<file path="src/rtl/alu_seq.sv">
// -----------------------------------------------------------------------------
// alu_seq: registered ALU with valid/ready handshakes, status flags and an
// iterative shift-add unsigned multiplier. Only one operation is in flight at a
// time. Single-cycle ops complete on the accept edge. Multiply runs for WIDTH
// cycles before its result is presented.
//
// Ports:
//   clk        - clock, all state updates on the rising edge
//   rst        - synchronous active-high reset, priority over handshakes
//   in_valid   - op/a/b valid this cycle
//   in_ready   - block can accept an operation (IDLE only)
//   op         - opcode: 1 add, 2 sub, 3 and, 4 or, 5 xor, 6 not a, 7 shl,
//                8 shr, 9 eq, 10 mul, 11 ltu; others are illegal
//   a, b       - operands (b is the shift amount for shifts)
//   out_valid  - result/flags valid, held until out_ready
//   out_ready  - sink accepts the result this cycle
//   result     - result (low half of the product for multiply)
//   result_hi  - high half of the product, 0 for other ops
//   flag_zero  - result is zero (full product for multiply)
//   flag_carry - add carry-out, sub borrow, multiply high half non-zero
//   flag_neg   - result MSB
//   flag_ovf   - signed overflow for add/sub
//   flag_err   - illegal opcode
// -----------------------------------------------------------------------------
module alu_seq #(
  parameter int WIDTH = 8
) (
  input  logic             clk,
  input  logic             rst,
  input  logic             in_valid,
  output logic             in_ready,
  input  logic [3:0]       op,
  input  logic [WIDTH-1:0] a,
  input  logic [WIDTH-1:0] b,
  output logic             out_valid,
  input  logic             out_ready,
  output logic [WIDTH-1:0] result,
  output logic [WIDTH-1:0] result_hi,
  output logic             flag_zero,
  output logic             flag_carry,
  output logic             flag_neg,
  output logic             flag_ovf,
  output logic             flag_err
);

  localparam int               CNT_W     = $clog2(WIDTH);
  localparam logic [CNT_W-1:0] LAST_STEP = CNT_W'(WIDTH - 1);
  localparam logic [WIDTH-1:0] SHIFT_LIM = WIDTH'(WIDTH);

  typedef enum logic [1:0] {
    ST_IDLE = 2'd0,
    ST_MUL  = 2'd1,
    ST_DONE = 2'd2
  } state_t;

  state_t               state_r;
  logic                 in_ready_r;
  logic                 out_valid_r;
  logic [WIDTH-1:0]     result_r;
  logic [WIDTH-1:0]     result_hi_r;
  logic                 zero_r, carry_r, neg_r, ovf_r, err_r;

  // Multiplier datapath: shifted multiplicand, consumed multiplier, partial sum
  logic [2*WIDTH-1:0]   mcand_r;
  logic [WIDTH-1:0]     mplier_r;
  logic [2*WIDTH-1:0]   acc_r;
  logic [CNT_W-1:0]     cnt_r;

  logic [WIDTH:0]       sum_s;
  logic [WIDTH:0]       diff_s;
  logic [WIDTH-1:0]     alu_res_s;
  logic                 alu_zero_s, alu_carry_s, alu_neg_s, alu_ovf_s, alu_err_s;
  logic [2*WIDTH-1:0]   acc_next_s;

  // Single-cycle ALU result and flags, computed straight from the input operands
  always_comb begin
    sum_s       = {1'b0, a} + {1'b0, b};
    diff_s      = {1'b0, a} - {1'b0, b};
    alu_res_s   = {WIDTH{1'b0}};
    alu_carry_s = 1'b0;
    alu_ovf_s   = 1'b0;
    alu_err_s   = 1'b0;
    case (op)
      4'd1: begin
        alu_res_s   = sum_s[WIDTH-1:0];
        alu_carry_s = sum_s[WIDTH];
        // Overflow: like-signed operands giving an opposite-signed sum
        alu_ovf_s   = (a[WIDTH-1] == b[WIDTH-1]) && (sum_s[WIDTH-1] != a[WIDTH-1]);
      end
      4'd2: begin
        alu_res_s   = diff_s[WIDTH-1:0];
        alu_carry_s = diff_s[WIDTH];
        alu_ovf_s   = (a[WIDTH-1] != b[WIDTH-1]) && (diff_s[WIDTH-1] != a[WIDTH-1]);
      end
      4'd3: alu_res_s = a & b;
      4'd4: alu_res_s = a | b;
      4'd5: alu_res_s = a ^ b;
      4'd6: alu_res_s = ~a;
      // The whole shift amount is compared so large b never wraps around
      4'd7: begin
        if (b >= SHIFT_LIM) begin
          alu_res_s = {WIDTH{1'b0}};
        end else begin
          alu_res_s = a << b;
        end
      end
      4'd8: begin
        if (b >= SHIFT_LIM) begin
          alu_res_s = {WIDTH{1'b0}};
        end else begin
          alu_res_s = a >> b;
        end
      end
      4'd9:  alu_res_s = {{(WIDTH-1){1'b0}}, (a == b)};
      4'd10: alu_res_s = {WIDTH{1'b0}};  // handled by the multiplier
      4'd11: alu_res_s = {{(WIDTH-1){1'b0}}, (a < b)};
      default: alu_err_s = 1'b1;
    endcase
    // Illegal opcodes report only the error flag
    alu_zero_s = !alu_err_s && (alu_res_s == {WIDTH{1'b0}});
    alu_neg_s  = !alu_err_s && alu_res_s[WIDTH-1];
  end

  // Next partial sum for the multiplier bit currently at mplier_r[0]
  always_comb begin
    if (mplier_r[0]) begin
      acc_next_s = acc_r + mcand_r;
    end else begin
      acc_next_s = acc_r;
    end
  end

  // Handshake FSM, multiplier sequencing and registered outputs
  always_ff @(posedge clk) begin
    if (rst) begin
      state_r     <= ST_IDLE;
      in_ready_r  <= 1'b1;
      out_valid_r <= 1'b0;
      result_r    <= {WIDTH{1'b0}};
      result_hi_r <= {WIDTH{1'b0}};
      zero_r      <= 1'b0;
      carry_r     <= 1'b0;
      neg_r       <= 1'b0;
      ovf_r       <= 1'b0;
      err_r       <= 1'b0;
      mcand_r     <= {(2*WIDTH){1'b0}};
      mplier_r    <= {WIDTH{1'b0}};
      acc_r       <= {(2*WIDTH){1'b0}};
      cnt_r       <= {CNT_W{1'b0}};
    end else begin
      case (state_r)
        ST_IDLE: begin
          if (in_valid) begin
            in_ready_r <= 1'b0;
            if (op == 4'd10) begin
              mcand_r  <= {{WIDTH{1'b0}}, a};
              mplier_r <= b;
              acc_r    <= {(2*WIDTH){1'b0}};
              cnt_r    <= {CNT_W{1'b0}};
              state_r  <= ST_MUL;
            end else begin
              result_r    <= alu_res_s;
              result_hi_r <= {WIDTH{1'b0}};
              zero_r      <= alu_zero_s;
              carry_r     <= alu_carry_s;
              neg_r       <= alu_neg_s;
              ovf_r       <= alu_ovf_s;
              err_r       <= alu_err_s;
              out_valid_r <= 1'b1;
              state_r     <= ST_DONE;
            end
          end
        end
        ST_MUL: begin
          // The last multiplier bit is folded in on the same edge the product is registered
          if (cnt_r == LAST_STEP) begin
            result_r    <= acc_next_s[WIDTH-1:0];
            result_hi_r <= acc_next_s[2*WIDTH-1:WIDTH];
            zero_r      <= (acc_next_s == {(2*WIDTH){1'b0}});
            carry_r     <= (acc_next_s[2*WIDTH-1:WIDTH] != {WIDTH{1'b0}});
            neg_r       <= acc_next_s[WIDTH-1];
            ovf_r       <= 1'b0;
            err_r       <= 1'b0;
            out_valid_r <= 1'b1;
            state_r     <= ST_DONE;
          end else begin
            acc_r    <= acc_next_s;
            mcand_r  <= {mcand_r[2*WIDTH-2:0], 1'b0};
            mplier_r <= {1'b0, mplier_r[WIDTH-1:1]};
            cnt_r    <= cnt_r + 1'b1;
          end
        end
        ST_DONE: begin
          if (out_ready) begin
            out_valid_r <= 1'b0;
            in_ready_r  <= 1'b1;
            state_r     <= ST_IDLE;
          end
        end
        default: begin
          out_valid_r <= 1'b0;
          in_ready_r  <= 1'b1;
          state_r     <= ST_IDLE;
        end
      endcase
    end
  end

  assign in_ready   = in_ready_r;
  assign out_valid  = out_valid_r;
  assign result     = result_r;
  assign result_hi  = result_hi_r;
  assign flag_zero  = zero_r;
  assign flag_carry = carry_r;
  assign flag_neg   = neg_r;
  assign flag_ovf   = ovf_r;
  assign flag_err   = err_r;

endmodule

</file>
<file path="config.mk">
export PLATFORM = sky130hd
export DESIGN_NAME = alu_seq
export DESIGN_NICKNAME = d
export VERILOG_FILES = /design/src/rtl/alu_seq.sv
export SDC_FILE = /design/constraint.sdc
export NUM_CORES = 1
export LEC_CHECK = 0
export ABC_CLOCK_PERIOD_IN_PS = 4000
export BUFFER_PORTS_ARGS = -buffer_cell sky130_fd_sc_hd__buf_2
export CAP_MARGIN = 20
export CORE_MARGIN = 8
export CORE_UTILIZATION = 54
export CTS_BUF_LIST = sky130_fd_sc_hd__clkbuf_2 sky130_fd_sc_hd__clkbuf_4 sky130_fd_sc_hd__clkbuf_8
export DETAILED_ROUTE_END_ITERATION = 12
export PLACE_DENSITY_LB_ADDON = 0.08
export SYNTH_ARGS = -nofsm -noshare
export SYNTH_HDL_FRONTEND = slang
export SYNTH_SLANG_ARGS = --single-unit
</file>
<file path="constraint.sdc">
create_clock -name clk -period 4 [get_ports clk]
set_clock_uncertainty 0.15 [all_clocks]
set_input_delay 0.4 -clock clk [delete_from_list [all_inputs] [get_ports clk]]
set_output_delay 0.4 -clock clk [all_outputs]
set_load 0.02 [all_outputs]
</file>
==> results of run 1 <==
## where the power goes
part	internal, W	switching, W
Clock	0.000373	0.000287
Sequential	0.000693	0.0000163
Combinational	0.000131	0.000225
Total	0.00120	0.000529
## cells by family (layout without fill, tap and decap cells)
family,Yosys count,in the layout,share of synthesized area
buf+inv,79,104,0.0562
mux,23,23,0.0676
flops,68,68,0.249
simple gates,225,225,0.204
fa+ha+maj,44,44,0.105
xor+xnor,10,10,0.0161
compound gates,234,234,0.302
## per-layer routing
layer  vias up  track usage  wire length, um
met5         -            0                0
met4         0       0.0691              306
met3        24       0.0548             1690
met2       279        0.373             7340
met1      2683        0.389             8170
li1       2614            -                -
## worst register-to-register path: cells and delay by family (launching register included)
family	cells	cell delay, ps
simple gates	2	500
fa+ha+maj	2	700
compound gates	6	1530
flops	1	340
## path summary, 6_finish.rpt
path                           start                      end  slack, ps  cells after the start
min reg2reg   result[1]$_SDFFE_PP0P_   result[1]$_SDFFE_PP0P_        300                      2
max reg2reg  mcand_r[0]$_SDFFE_PP0P_  flag_carry$_SDFFE_PP0P_        650                     10
max          mcand_r[0]$_SDFFE_PP0P_  flag_carry$_SDFFE_PP0P_        650                     10
min                        out_ready   out_valid$_SDFFE_PP0P_        230                      3
## metrics by stage
step | setup slack [ps] | hold slack (ps) | power [W] | cells
after floorplan | 829 | 294 | 0.000963 | 683
after global placement | 687 | 290 | 0.00107 | 825
after detailed placement | 608 | 295 | 0.00107 | 825
after CTS | 692 | 224 | 0.00172 | 841
after global routing | 495 | 236 | 0.00180 | 841
final | 650 | 227 | 0.00173 | 841
## final cells by class
type / count / area share
inverter: 31 / 0.0194
tap: 133 / 0.0278
multi-input combinational: 536 / 0.634
clock inverter: 6 / 0.0157
sequential: 68 / 0.228
timing repair buffer: 57 / 0.0523
clock buffer: 10 / 0.0230
## cells in the mapped netlist (4+ instances only)
| master | n | share of area |
|---|---|---|
| mux4_2 | 10 | 0.041 |
| nand2b_1 | 9 | 0.010 |
| a221oi_1 | 6 | 0.0096 |
| or3_1 | 9 | 0.010 |
| o21a_1 | 5 | 0.0069 |
| nand3_1 | 17 | 0.016 |
| o22ai_1 | 5 | 0.0057 |
| a21o_1 | 19 | 0.026 |
| buf_2 | 8 | 0.0073 |
| inv_1 | 31 | 0.021 |
| xnor2_1 | 8 | 0.013 |
| nor2_1 | 100 | 0.069 |
| mux2i_1 | 5 | 0.0092 |
| clkbuf_1 | 37 | 0.025 |
| a211oi_1 | 27 | 0.037 |
| or4_1 | 4 | 0.0055 |
| o21ai_0 | 24 | 0.022 |
| nand2_1 | 26 | 0.018 |
| a31oi_1 | 4 | 0.0046 |
| o211ai_1 | 5 | 0.0069 |
| nor2b_1 | 8 | 0.0092 |
| nor4_1 | 6 | 0.0069 |
| ha_1 | 41 | 0.094 |
| a22oi_1 | 37 | 0.051 |
| a21oi_1 | 52 | 0.048 |
| mux2_2 | 7 | 0.014 |
| a221o_1 | 7 | 0.013 |
| o221ai_1 | 6 | 0.0096 |
| and2_1 | 4 | 0.0046 |
| dfxtp_1 | 68 | 0.25 |
| nor3_1 | 21 | 0.019 |
## sequential cells by signal (all words and copies together) (netlist names)
signal,cells
flag_neg,1
state_r,2
in_ready,1
mcand_r,16
acc_r,16
cnt_r,3
result_hi,8
flag_zero,1
result,8
flag_carry,1
flag_ovf,1
flag_err,1
mplier_r,8
out_valid,1
==> key figures, run 1 <==
Outcome
  – Outcome: completed

Timing
  – Tmin final: ~3300 ps
  – # setup viols final: 0
  – RSZ-0062 raised after global routing: no
  – TNS Setup: 0 ps
  – Slew Limit Fails: 0
  – Hold Violations, Final: 0
  – Slew HR: 0.361
  – Fin crit share: 0.837
  – Achievable frequency: 0.299 GHz
  – Slew @ Worst Pin: 959 ps

Layout
  – Util after Layout: 0.612
  – # diodes: 0
  – Post-route cell area: roughly 0.0060 sq mm
  – Nets: ~770
  – Layout cells sized above 1: 0.148
  – Leading cell type in the layout, fill and taps excluded: nor2_1
  – Most frequent cells in the layout: nor2_1, dfxtp_1, a21oi_1
  – Fill count: roughly 900
  – Multi-input logic area: 0.00379 sq mm
  – Register area: 0.00136 sq mm
  – Area grow syn2layout: 9.65%

Setup path
  – WP data required: 4060 ps
  – Worst EP arrival: between 3000 and 4000 ps
  – CP top delay family: compound AO/OA/AOI/OAI gates
  – Buf+Inv Stages, Crit Path: 0
  – Critical-path cell list: ha_1 -> fa_1 -> a211oi_2 -> nor2_1 -> a21oi_1 -> a21oi_1 -> o311ai_0 -> o311ai_2 -> nor4_4 -> a211oi_1
  – Worst-path fanout max: 4
  – Slowest Stage Delay on Critical Path: between 400 and 500 ps
  – CP Class: flip-flop to flip-flop
  – Startpoint Class: flip-flop
  – Slowest cell on crit path: fa_1
  – Top cell by count, worst path: a21oi_1
  – CP endpoint kind: flip-flop

Global routing
  – Vias in the first global route: approximately 5200
  – Largest net degree at the start of global routing: 34
  – Initial antenna violation count: 0
  – First-pass GRT wire length: 28.0 mm
  – GR Overflow Total: 0
  – Total Routing Usage GR: 0.263

Route
  – Post-route ant nets: 0
  – Wirelength, routed: between 15 and 20 mm
  – Post-DR wirelength/cell: roughly 21 um
  – Pre-Repair DR Iteration Count: 5
  – 1st-iter DRT viols: between 500 and 600
  – Residual DRC count: 0
  – Via density: 6.66
  – Routed via count: 5600

Synthesis
  – Post-Synthesis Cells: approximately 700
  – Seq/Total Area, Yosys: 0.249
  – Asr flop ratio synth: 0
  – Avg Cell Area, Syn: 7.99 sq um
  – Post-synth cell types: 72
  – Syn nets: around 750
  – Synth Register Bits: 68
  – Syn. warnings: 0
  – Mapped Area: 0.00546 sq mm
  – Number of enable flip-flop cells after synthesis: 0
  – Top FF cell, synth: dfxtp_1

Clock tree
  – Clk slew on worst S/H paths: approximately 80 ps
  – Htree depth: 3
  – CTS sink count: 68
  – CTS buffer count: 9
  – Number of hold buffers added after CTS: 0
  – Maximum clock insertion buffer count: 2
  – Clock latency on the worst-skew pair: 350 ps
  – CTS tree: done
  – Post-CTS Setup Repair Bufs: 0
  – Root buffer cell: clkbuf_8
  – CTS resizes: 0

Floorplan
  – Starting Density: 0.558
  – I/O pins: 47
  – Die Ht: between 100 and 150 um
  – Area of the die: between 0.01 and 0.015 sq mm
  – Die Width: ~120 um
  – Std cell rows: 36
  – Core area: 0.00977 sq mm

Flow run
  – Max-Cap Viols: 0

Placed design
  – Post-DP HPWL: ~13 mm
  – Port bufs: 46
  – Routability cong.: 1.03
  – Area post-placement: ~0.0058 sq mm

Power and ir drop
  – Leak: ~2.4 nW
  – P per Cell Area: slightly below 300 mW/mm^2
  – Peak supply drop: 0.218 mV

Hold path
  – Type of the worst min-delay path: primary input to flip-flop
Note: power is estimated with default switching activity, not from simulation.
==> inputs of run 2 (changes only) <==
- ABC_CLOCK_PERIOD_IN_PS: 4000 -> 3100
- clock period: 4 -> 3.1 ns (I/O delays scaled with it)
==> run 2 against run 1 <==
- worst setup slack lost 470 ps
- cell count is 3.4% higher
- die area unchanged
- sequential power is 29% higher
- via count grew 2.8%
- first-iteration DRC count increased by 8.0%
- worst hold slack worse by 89 ps
- cell area rose by 5.4%
- largest power group is now clock
- highest routed layer unchanged
==> key figures, run 2 (synthesized netlist as in run 1, its figures left out) <==
Layout
  – Fill count: ~880
  – Layout cells sized above 1: 0.193
  – Most frequent cells in the layout: nor2_1, dfxtp_1, a21oi_1
  – Leading cell type in the layout, fill and taps excluded: nor2_1
  – # diodes: 0
  – Nets: 801
  – Largest regs: acc_r x16, mcand_r x16
  – Area grow syn2layout: 15.5%
  – Final non-filler cell total: between 800 and 900

Clock tree
  – Clock latency on the worst-skew pair: around 350 ps
  – Post-CTS Setup Repair Bufs: 0
  – Root buffer cell: clkbuf_8
  – Clk slew on worst S/H paths: roughly 80 ps
  – CTS tree: done
  – Htree depth: 3
  – CTS buffer count: 9
  – Maximum clock insertion buffer count: 2
  – Number of hold buffers added after CTS: 0
  – CTS sink count: a little under 70

Route
  – 1st-iter DRT viols: around 640
  – Wl on met1: about 8.3 mm
  – Post-route ant nets: 0
  – Wirelength, routed: 18.2 mm
  – Pre-Repair DR Iteration Count: 6
  – Metal3 WL: 1.67 mm
  – Met2 wire len: roughly 7.9 mm
  – Routed via count: between 5000 and 6000
  – Via density: roughly 6.6
  – Highest Signal Layer: met4
  – Post-DR wirelength/cell: 20.9 um
  – Residual DRC count: 0

Setup path
  – Worst EP arrival: just under 3000 ps
  – CP endpoint kind: flip-flop
  – WP data required: around 3200 ps
  – R2R Setup Slk: roughly 180 ps
  – CP Launch Point: mcand_r[0]$_SDFFE_PP0P_
  – Worst-path fanout max: 4
  – Path depth of the worst reg2reg path: 10
  – RR Startpoint: mcand_r[0]$_SDFFE_PP0P_
  – CP Class: flip-flop to flip-flop
  – Startpoint Class: flip-flop

Power and ir drop
  – P per Cell Area: between 300 and 400 mW/mm^2
  – Peak supply drop: between 0.2 and 0.3 mV
  – Combinational power share: 0.206
  – Clock power share: 0.411
  – Switching Power: slightly below 0.0007 W
  – P_int: roughly 0.0017 W
  – Leak: 2.60 nW
  – Net Sw Frac: 0.288
  – Sequential share of power: 0.383

Placed design
  – Post-DP HPWL: about 13 mm
  – Placed insts: roughly 860
  – Port bufs: 46
  – Routability cong.: about 0.9

Floorplan
  – Area of the die: 0.0136 sq mm
  – Std cell rows: 36
  – I/O pins: 47
  – Starting Density: 0.558
  – Core area: just under 0.01 sq mm
  – Die Width: ~120 um
  – Die Ht: 117 um

Timing
  – # setup viols final: 0
  – Hold Violations, Final: 0
  – TNS Setup: 0 ps
  – Achievable frequency: approximately 0.34 GHz
  – RSZ-0062 raised after global routing: no
  – Slew @ Worst Pin: approximately 750 ps
  – Fin crit share: 0.943
  – Slew HR: 0.494
  – Tmin final: between 2000 and 3000 ps
  – Slew Limit Fails: 0

Global routing
  – Largest net degree at the start of global routing: 64
  – Total Routing Usage GR: 0.273
  – First-pass GRT wire length: 29.1 mm
  – Initial antenna violation count: 0
  – Vias in the first global route: between 5000 and 6000
  – GR Overflow Total: 0

Outcome
  – Outcome: completed

Hold path
  – Hold path cells: 3
  – Hold path startpoint: out_ready
  – Type of the worst min-delay path: primary input to flip-flop

Flow run
  – Max-Cap Viols: 0
## run 2: cell types whose count changed in the layout (fill, tap and decap cells not counted), sizes merged
cell	delta
clkinvlp	-1
clkbuf	-1
inv	-2
bufinv	+2
buf	+30
clkinv	+1
## run 2: final timing paths
kind	to
worst max-delay path	flag_carry$_SDFFE_PP0P_
worst min-delay path	state_r[1]$_SDFFE_PP0P_
worst max register to register	flag_carry$_SDFFE_PP0P_
worst min register to register	result[1]$_SDFFE_PP0P_
## run 2: timing repair
item	4_1_cts	5_1_grt
endpoints found under the setup margin	1	7
pin swaps	0	1
gates resized for setup	1	9
## run 2: layer usage
metal,GRT usage,vias to the layer above
li1,-,2679
met1,0.380,2781
met2,0.413,264
met3,0.0626,30
met4,0.0709,0
met5,0,-
## run 2: area by class of cell
| cell class | instances | area [sq um] | area share |
|---|---|---|---|
| Clock buffer | 9 | 124 | 0.0197 |
| Clock inverter | 6 | 138 | 0.0218 |
| Inverter | 31 | 116 | 0.0185 |
| Multi-Input combinational cell | 536 | 3830 | 0.608 |
| Sequential cell | 68 | 1360 | 0.216 |
| Tap cell | 133 | 166 | 0.0264 |
| Timing Repair Buffer | 87 | 563 | 0.0893 |
## run 2: power groups by stage
stage,clock (W),combinational (W),sequential [W]
global route,0.00103,0.000534,0.000918
global placement,0,0.000471,0.000933
CTS,0.000989,0.000481,0.000914
finish,0.000982,0.000492,0.000915
floorplan,0,0.000299,0.000943
detailed placement,0,0.000476,0.000935
## run 2: per-stage QoR
stage | hold WS (ps) | area, sq um | power, W | util | setup WS, ps
after global routing | 168 | 6300 | 0.00248 | 0.645 | 10.7
final | 138 | 6300 | 0.00239 | 0.645 | 176
after detailed placement | 299 | 6000 | 0.00141 | 0.614 | 21.7
after CTS | 130 | 6270 | 0.00238 | 0.641 | 33.0
after floorplan | 294 | 5460 | 0.00124 | - | 19.2
after global placement | 294 | 6000 | 0.00140 | 0.614 | 84.8
## run 2: worst max-delay path, cell delays in order (launching register included)
cell and delay (ps):
dfxtp_1 340, ha_2 220, fa_2 350, a211oi_2 200
nor2_2 100, o41ai_2 250, xnor2_1 100, mux2_4 280
or4b_4 500, nor4_4 180, a211oi_1 110
